$ cat config.mk
export PLATFORM = sky130hd
export DESIGN_NAME = draw_dispatch_flat
export DESIGN_NICKNAME = d
export VERILOG_FILES = /design/src/rtl/draw_dispatch_pkg.sv /design/src/rtl/draw_dispatch_if.sv /design/src/rtl/draw_dispatch_xy_to_addr.sv /design/src/rtl/draw_dispatch.sv /design/src/flat_wrapper.sv
export SDC_FILE = /design/constraint.sdc
export NUM_CORES = 1
export LEC_CHECK = 0
export BUFFER_PORTS_ARGS = -buffer_cell sky130_fd_sc_hd__buf_2
export CAP_MARGIN = 20
export CORE_ASPECT_RATIO = 0.75
export CORE_MARGIN = 2
export CORE_UTILIZATION = 45
export DETAILED_ROUTE_END_ITERATION = 10
export GPL_ROUTABILITY_DRIVEN = 1
export PLACE_DENSITY = 0.72
export SLEW_MARGIN = 20
export SYNTH_ARGS = -nofsm -noshare
export SYNTH_HDL_FRONTEND = slang
export SYNTH_HIERARCHICAL = 1
export SYNTH_SLANG_ARGS = --single-unit
$ cat constraint.sdc
create_clock -name clock -period 1.9 [get_ports clock]
set_input_delay 0.38 -clock clock [delete_from_list [all_inputs] [get_ports clock]]
set_output_delay 0.38 -clock clock [all_outputs]
set_load 0.05 [all_outputs]
$ cat src/rtl/draw_dispatch_pkg.sv
// Shared constants, object-entry field layout and sequencer state encoding
// for the draw pipeline (draw_dispatch and its address helper).
package draw_pkg;
    localparam int SCREEN_W = 640;
    localparam int SCREEN_H = 480;
    localparam int LINE_LEN = 10;
    localparam int FB_AW    = 19;
    localparam int COLOR_W  = 3;

    localparam int X_LSB     = 0;
    localparam int Y_LSB     = 10;
    localparam int VALID_BIT = 19;

    typedef enum logic [2:0] {
        ST_IDLE,
        ST_READ,
        ST_EVAL,
        ST_ISSUE,
        ST_ARM,
        ST_WAIT,
        ST_NEXT,
        ST_DONE
    } state_t;
endpackage

$ cat src/rtl/draw_dispatch_if.sv
// Bundle of the object-table, draw-stage and frame-status signals of draw_dispatch.
// timeout_err exists only when DRAW_DISPATCH_TIMEOUT_EN is defined.
interface draw_dispatch_if
    import draw_pkg::*;
#(
    parameter int NUM_OBJ = 16
);
    localparam int SW = $clog2(NUM_OBJ);

    logic             frame_start;
    logic [SW-1:0]    obj_raddr;
    logic [19:0]      obj_rdata;
    logic [FB_AW-1:0] pixeladdress;
    logic             start_drawing;
    logic             finished_drawing;
    logic             busy;
    logic             frame_done;
    logic [SW:0]      drawn_count;
    logic             overrun;
`ifdef DRAW_DISPATCH_TIMEOUT_EN
    logic             timeout_err;

    modport master (
        input  frame_start, obj_rdata, finished_drawing,
        output obj_raddr, pixeladdress, start_drawing, busy, frame_done,
               drawn_count, overrun, timeout_err
    );
    modport slave (
        output frame_start, obj_rdata, finished_drawing,
        input  obj_raddr, pixeladdress, start_drawing, busy, frame_done,
               drawn_count, overrun, timeout_err
    );
`else
    modport master (
        input  frame_start, obj_rdata, finished_drawing,
        output obj_raddr, pixeladdress, start_drawing, busy, frame_done,
               drawn_count, overrun
    );
    modport slave (
        output frame_start, obj_rdata, finished_drawing,
        input  obj_raddr, pixeladdress, start_drawing, busy, frame_done,
               drawn_count, overrun
    );
`endif
endinterface

$ cat src/rtl/draw_dispatch_xy_to_addr.sv
// Combinational (x,y) -> linear framebuffer address with clip flags.
// y*640 is formed as (y<<9)+(y<<7) so no multiplier is needed.
module xy_to_addr
    import draw_pkg::*;
(
    input  logic [9:0]       i_x,
    input  logic [8:0]       i_y,
    output logic [FB_AW-1:0] o_addr,
    output logic             o_x_oob,
    output logic             o_y_oob
);
    localparam logic [9:0] X_LIM = 10'(SCREEN_W);
    localparam logic [8:0] Y_MAX = 9'(SCREEN_H - LINE_LEN);

    assign o_addr  = FB_AW'({i_y, 9'b0}) + FB_AW'({i_y, 7'b0}) + FB_AW'(i_x);
    assign o_x_oob = (i_x >= X_LIM);
    // Clip so that a LINE_LEN-row line starting at y stays on screen.
    assign o_y_oob = (i_y > Y_MAX);
endmodule

$ cat src/rtl/draw_dispatch.sv
// Per-frame walker of the object table issuing one draw command per visible slot.
// Optional draw timeout: define DRAW_DISPATCH_TIMEOUT_EN.
module draw_dispatch
    import draw_pkg::*;
#(
    parameter int NUM_OBJ = 16
`ifdef DRAW_DISPATCH_TIMEOUT_EN
    , parameter int TIMEOUT = 64
`endif
) (
    input logic              clock,
    input logic              reset,
    draw_dispatch_if.master  bus
);
    localparam int SW = $clog2(NUM_OBJ);
    localparam logic [SW-1:0] LAST_SLOT = SW'(NUM_OBJ - 1);

    state_t           r_state;
    logic [SW-1:0]    r_slot;
    logic [SW:0]      r_count;
    logic [SW:0]      r_drawn_count;
    logic [FB_AW-1:0] r_pixaddr;
    logic             r_arm_cnt;
    logic             r_start;
    logic             r_busy;
    logic             r_done;
    logic             r_overrun;

    logic             w_valid;
    logic [9:0]       w_x;
    logic [8:0]       w_y;
    logic [FB_AW-1:0] w_addr;
    logic             w_x_oob;
    logic             w_y_oob;

    assign w_valid = bus.obj_rdata[VALID_BIT];
    assign w_x     = bus.obj_rdata[Y_LSB-1:X_LSB];
    assign w_y     = bus.obj_rdata[VALID_BIT-1:Y_LSB];

    xy_to_addr u_xy (
        .i_x     (w_x),
        .i_y     (w_y),
        .o_addr  (w_addr),
        .o_x_oob (w_x_oob),
        .o_y_oob (w_y_oob)
    );

`ifdef DRAW_DISPATCH_TIMEOUT_EN
    localparam int TW = $clog2(TIMEOUT + 1);
    localparam logic [TW-1:0] TO_LAST = TW'(TIMEOUT - 1);
    logic [TW-1:0] r_to_cnt;
    logic          r_timeout_err;
    assign bus.timeout_err = r_timeout_err;
`endif

    always_ff @(posedge clock or posedge reset) begin
        if (reset) begin
            r_state       <= ST_IDLE;
            r_slot        <= '0;
            r_count       <= '0;
            r_drawn_count <= '0;
            r_pixaddr     <= '0;
            r_arm_cnt     <= 1'b0;
            r_start       <= 1'b0;
            r_busy        <= 1'b0;
            r_done        <= 1'b0;
            r_overrun     <= 1'b0;
`ifdef DRAW_DISPATCH_TIMEOUT_EN
            r_to_cnt      <= '0;
            r_timeout_err <= 1'b0;
`endif
        end else begin
            r_done <= 1'b0;
            if (bus.frame_start && r_busy)
                r_overrun <= 1'b1;
            case (r_state)
                ST_IDLE: if (bus.frame_start) begin
                    r_slot  <= '0;
                    r_busy  <= 1'b1;
                    r_count <= '0;
                    r_state <= ST_READ;
                end
                ST_READ: r_state <= ST_EVAL;
                ST_EVAL: if (w_valid && !w_x_oob && !w_y_oob) begin
                    r_pixaddr <= w_addr;
                    r_start   <= 1'b1;
                    r_state   <= ST_ISSUE;
                end else begin
                    r_state <= ST_NEXT;
                end
                ST_ISSUE: begin
                    r_start   <= 1'b0;
                    r_count   <= r_count + 1'b1;
                    r_arm_cnt <= 1'b0;
`ifdef DRAW_DISPATCH_TIMEOUT_EN
                    r_to_cnt  <= '0;
`endif
                    r_state   <= ST_ARM;
                end
                // finished_drawing may still show the previous idle level here.
                ST_ARM: begin
`ifdef DRAW_DISPATCH_TIMEOUT_EN
                    r_to_cnt <= r_to_cnt + 1'b1;
`endif
                    if (!bus.finished_drawing)
                        r_state <= ST_WAIT;
                    else if (r_arm_cnt)
                        r_state <= ST_NEXT;
                    else
                        r_arm_cnt <= 1'b1;
                end
                ST_WAIT: begin
`ifdef DRAW_DISPATCH_TIMEOUT_EN
                    r_to_cnt <= r_to_cnt + 1'b1;
                    if (bus.finished_drawing) begin
                        r_state <= ST_NEXT;
                    end else if (r_to_cnt >= TO_LAST) begin
                        r_timeout_err <= 1'b1;
                        r_state       <= ST_NEXT;
                    end
`else
                    if (bus.finished_drawing)
                        r_state <= ST_NEXT;
`endif
                end
                ST_NEXT: if (r_slot == LAST_SLOT) begin
                    r_state <= ST_DONE;
                end else begin
                    r_slot  <= r_slot + 1'b1;
                    r_state <= ST_READ;
                end
                ST_DONE: begin
                    r_done        <= 1'b1;
                    r_drawn_count <= r_count;
                    r_busy        <= 1'b0;
                    r_state       <= ST_IDLE;
                end
                default: r_state <= ST_IDLE;
            endcase
        end
    end

    assign bus.obj_raddr     = r_slot;
    assign bus.pixeladdress  = r_pixaddr;
    assign bus.start_drawing = r_start;
    assign bus.busy          = r_busy;
    assign bus.frame_done    = r_done;
    assign bus.drawn_count   = r_drawn_count;
    assign bus.overrun       = r_overrun;
endmodule

$ cat src/flat_wrapper.sv
// flat-port wrapper written by rule: the top's interface ports become plain ports
module draw_dispatch_flat import draw_pkg::*;
#(
    parameter int NUM_OBJ = 16

)
  (clock, reset, bus_frame_start, bus_obj_rdata, bus_finished_drawing, bus_obj_raddr, bus_pixeladdress, bus_start_drawing, bus_busy, bus_frame_done, bus_drawn_count, bus_overrun);
  draw_dispatch_if #(.NUM_OBJ(NUM_OBJ)) bus_i ();
  input logic clock;
  input logic reset;
  input wire logic [$bits(bus_i.frame_start)-1:0] bus_frame_start;
  input wire logic [$bits(bus_i.obj_rdata)-1:0] bus_obj_rdata;
  input wire logic [$bits(bus_i.finished_drawing)-1:0] bus_finished_drawing;
  output wire logic [$bits(bus_i.obj_raddr)-1:0] bus_obj_raddr;
  output wire logic [$bits(bus_i.pixeladdress)-1:0] bus_pixeladdress;
  output wire logic [$bits(bus_i.start_drawing)-1:0] bus_start_drawing;
  output wire logic [$bits(bus_i.busy)-1:0] bus_busy;
  output wire logic [$bits(bus_i.frame_done)-1:0] bus_frame_done;
  output wire logic [$bits(bus_i.drawn_count)-1:0] bus_drawn_count;
  output wire logic [$bits(bus_i.overrun)-1:0] bus_overrun;
  assign bus_i.frame_start = bus_frame_start;
  assign bus_i.obj_rdata = bus_obj_rdata;
  assign bus_i.finished_drawing = bus_finished_drawing;
  assign bus_obj_raddr = bus_i.obj_raddr;
  assign bus_pixeladdress = bus_i.pixeladdress;
  assign bus_start_drawing = bus_i.start_drawing;
  assign bus_busy = bus_i.busy;
  assign bus_frame_done = bus_i.frame_done;
  assign bus_drawn_count = bus_i.drawn_count;
  assign bus_overrun = bus_i.overrun;
  draw_dispatch #(.NUM_OBJ(NUM_OBJ)) u_core (.clock(clock), .reset(reset), .bus(bus_i));
endmodule
==> metrics.txt <==
outcome complete, but fails checks; violated checks setup timing; Final Slew Violations 0; Clock Skew 5.46 ps; Via density 5.21; final WL around 5200 um; wire length per cell roughly 14 um; Hold WS approximately 190 ps; Initial Util 46.9%; Startpoint Class input port; clock sinks 41; GR Util All Layers between 10% and 20%; most frequent cells in the layout buf_2 (54), dfrtp_1 (41), buf_4 (21), mux2_4 (16), ha_1 (16); LEAKAGE approximately 1.6 nW; Post-synth EDFFs 0; clk_lat worst skew around 280 ps; Slowest-stage cell, CP fa_1; Ports between 50 and 60; 1st-pass router iterations 4; Reg2Reg Depth 4; Cell Chain, Critical Path buf_8 > inv_8 > fa_1 > inv_2 > fa_2 > a21o_1 > a21oi_2 > o31a_1 > xnor2_1 > mux2_4; gr ovfl total 0; Initial DRC Count 108; yosys warns 6; layout cells sized above 1 42.8%; synthesized net count 277; Seq/Total Area, Yosys 40.7%; Die W ~90 um; Vias between 1.5k and 2k; share of the synthesized area in the top cell type between 40% and 50%; Syn Area/Cell ~11 sq um; PortBufs 55; post-layout min period approximately 2100 ps; Placed Area about 3000 sq um; H-tree lvl count 2; total CTS buffers 5; Synth Instances approximately 230; Max-slew headroom 65.9%; Data arrival, critical path 2310 ps; CP Max Fanout 3; Synth area leaders dfrtp_1 (41%), ha_1 (9.4%), mux2_4 (6.0%); HPWL Detailed ~3700 um; Worst VDD drop about 0.95 mV; RSZ-0062 raised after global routing true; Tcrit/Tclk final 113%; most common cell after layout, fill and taps aside buf_2; CP endpoint kind flop; DRC Markers 0; Die ar. ~6200 sq um; core area around 5400 sq um; hold_buf cts 0; Yosys reg bits roughly 40; placed cells 370; worst setup slack after placement -625 ps; global-route wire length before repair 9040 um; Max Fclk 466 MHz; CTS Buffer Depth 2; asr flop ratio synth 100%; Setup CP Type input port to flop; Hold Crit Class input port to asynchronous set/reset pin; final setup fails 7; clock-pin slew on the worst setup and hold paths around 80 ps; clk root buf clkbuf_8; Routed Antenna Nets 0; Mapped Area ~2500 sq um; num rows 23; slowest stage delay, CP approximately 540 ps; worst slew pin tran between 500 and 600 ps; critical path data required time 2070 ps; Ant. Diodes 0; setup TNS -1430 ps; final-stage net count roughly 350; number of global-route vias before repair ~1.9k; Pwr Total about 4.6 mW; initial antenna violation count 0; Placer Congestion roughly 0.8; CTS tree done; final worst slack -245 ps; largest net degree at the start of global routing 42; Power Density 1450 nW/um^2; total of max-cap violations 0; Fin. Hold Viols 0; Post-Layout Cell Count around 380; Primary FF master, synth dfrtp_1; final design utilization between 50% and 60%; Synth area leader dfrtp_1; final instance area about 3200 sq um; Die Ht approximately 69 um; Synth-to-Final Area Change 26.2%; post-synthesis cell type count 53
==> worst max-delay path: cells and delay by family <==
kind / cells / cell delay [ps]
fa+ha+maj: 2 / 880
compound gates: 3 / 530
mux: 1 / 270
buf+inv: 3 / 180
xor+xnor: 1 / 90
==> sequential cells by signal, indices dropped and copies added (netlist names) <==
name	flops
u_core/r_arm_cnt	1
u_core/bus.pixeladdress	19
u_core/bus.busy	1
u_core/bus.overrun	1
u_core/bus.frame_done	1
u_core/bus.drawn_count	5
u_core/r_count	5
u_core/r_state	3
u_core/bus.obj_raddr	4
u_core/bus.start_drawing	1
==> power by group <==
| group | total (mW) | internal, mW | switching [mW] |
|---|---|---|---|
| logic | 2.58 | 0.917 | 1.66 |
| clock network | 0.594 | 0.295 | 0.299 |
| registers | 1.44 | 1.20 | 0.248 |
| total | 4.62 | 2.41 | 2.21 |
==> worst paths after layout <==
path / startpoint / endpoint / slack [ps]
min in group clock: bus_obj_rdata[1] / u_core/bus.pixeladdress[1] / 330
worst min register to register: u_core/bus.overrun / u_core/bus.overrun / 460
max in group asynchronous: reset / u_core/bus.pixeladdress[13] / 1340
worst max register to register: u_core/r_state[0] / u_core/bus.pixeladdress[15] / 400
worst min-delay path: reset / u_core/r_count[0] / 190
worst max-delay path: bus_obj_rdata[12] / u_core/bus.pixeladdress[16] / -240
==> what timing repair did <==
action / in CTS / in global routing
setup buffers: 1 / 0
setup endpoints to repair: 8 / 7
cloned: 0 / 0
pin swaps: 9 / 4
resized for setup: 14 / 4
==> cell type report <==
class / instances / area [sq um]
sequential: 41 / 1030
clock buffer: 6 / 82.6
multi-input combinational: 159 / 1420
clock inverter: 2 / 13.8
fill: 463 / 2200
tap: 75 / 93.8
timing repair buffer: 78 / 474
inverter: 18 / 75.1
==> synthesized netlist by cell type, drive strengths merged, types with 2 or more instances <==
cell type / instances
o31a: 3
o21ai: 6
o22ai: 2
o21bai: 2
fa: 2
o221ai: 2
a21o: 3
nand4: 3
and3: 3
nand3b: 3
mux2: 22
o211ai: 4
nand3: 13
a31oi: 2
ha: 19
nand4b: 2
buf: 12
xor2: 2
xnor2: 5
dfrtp: 41
nand2: 10
clkbuf: 2
a31o: 2
or3b: 3
nand2b: 2
nor3: 6
inv: 18
a21oi: 16
nor2: 9
==> layer usage <==
| metal | GRT usage (%) | vias up | wire (um) |
|---|---|---|---|
| met2 | 28.9 | 48 | 2290 |
| li1 | - | 972 | - |
| met1 | 25.8 | 951 | 2680 |
| met3 | 3.80 | 4 | 183 |
| met4 | 4.62 | 0 | 48 |
| met5 | 0 | - | 0 |
==> cell families (layout without fill, tap and decap cells) <==
logic type,count (synthesis),in the layout,share of synthesized area [%]
flops,41,41,40.7
compound gates,48,48,13.6
xor+xnor,7,7,2.43
simple gates,61,61,14.6
mux,22,22,11.3
fa+ha+maj,21,21,11.0
buf+inv,32,104,6.40
(Power assumes the default switching activity.)
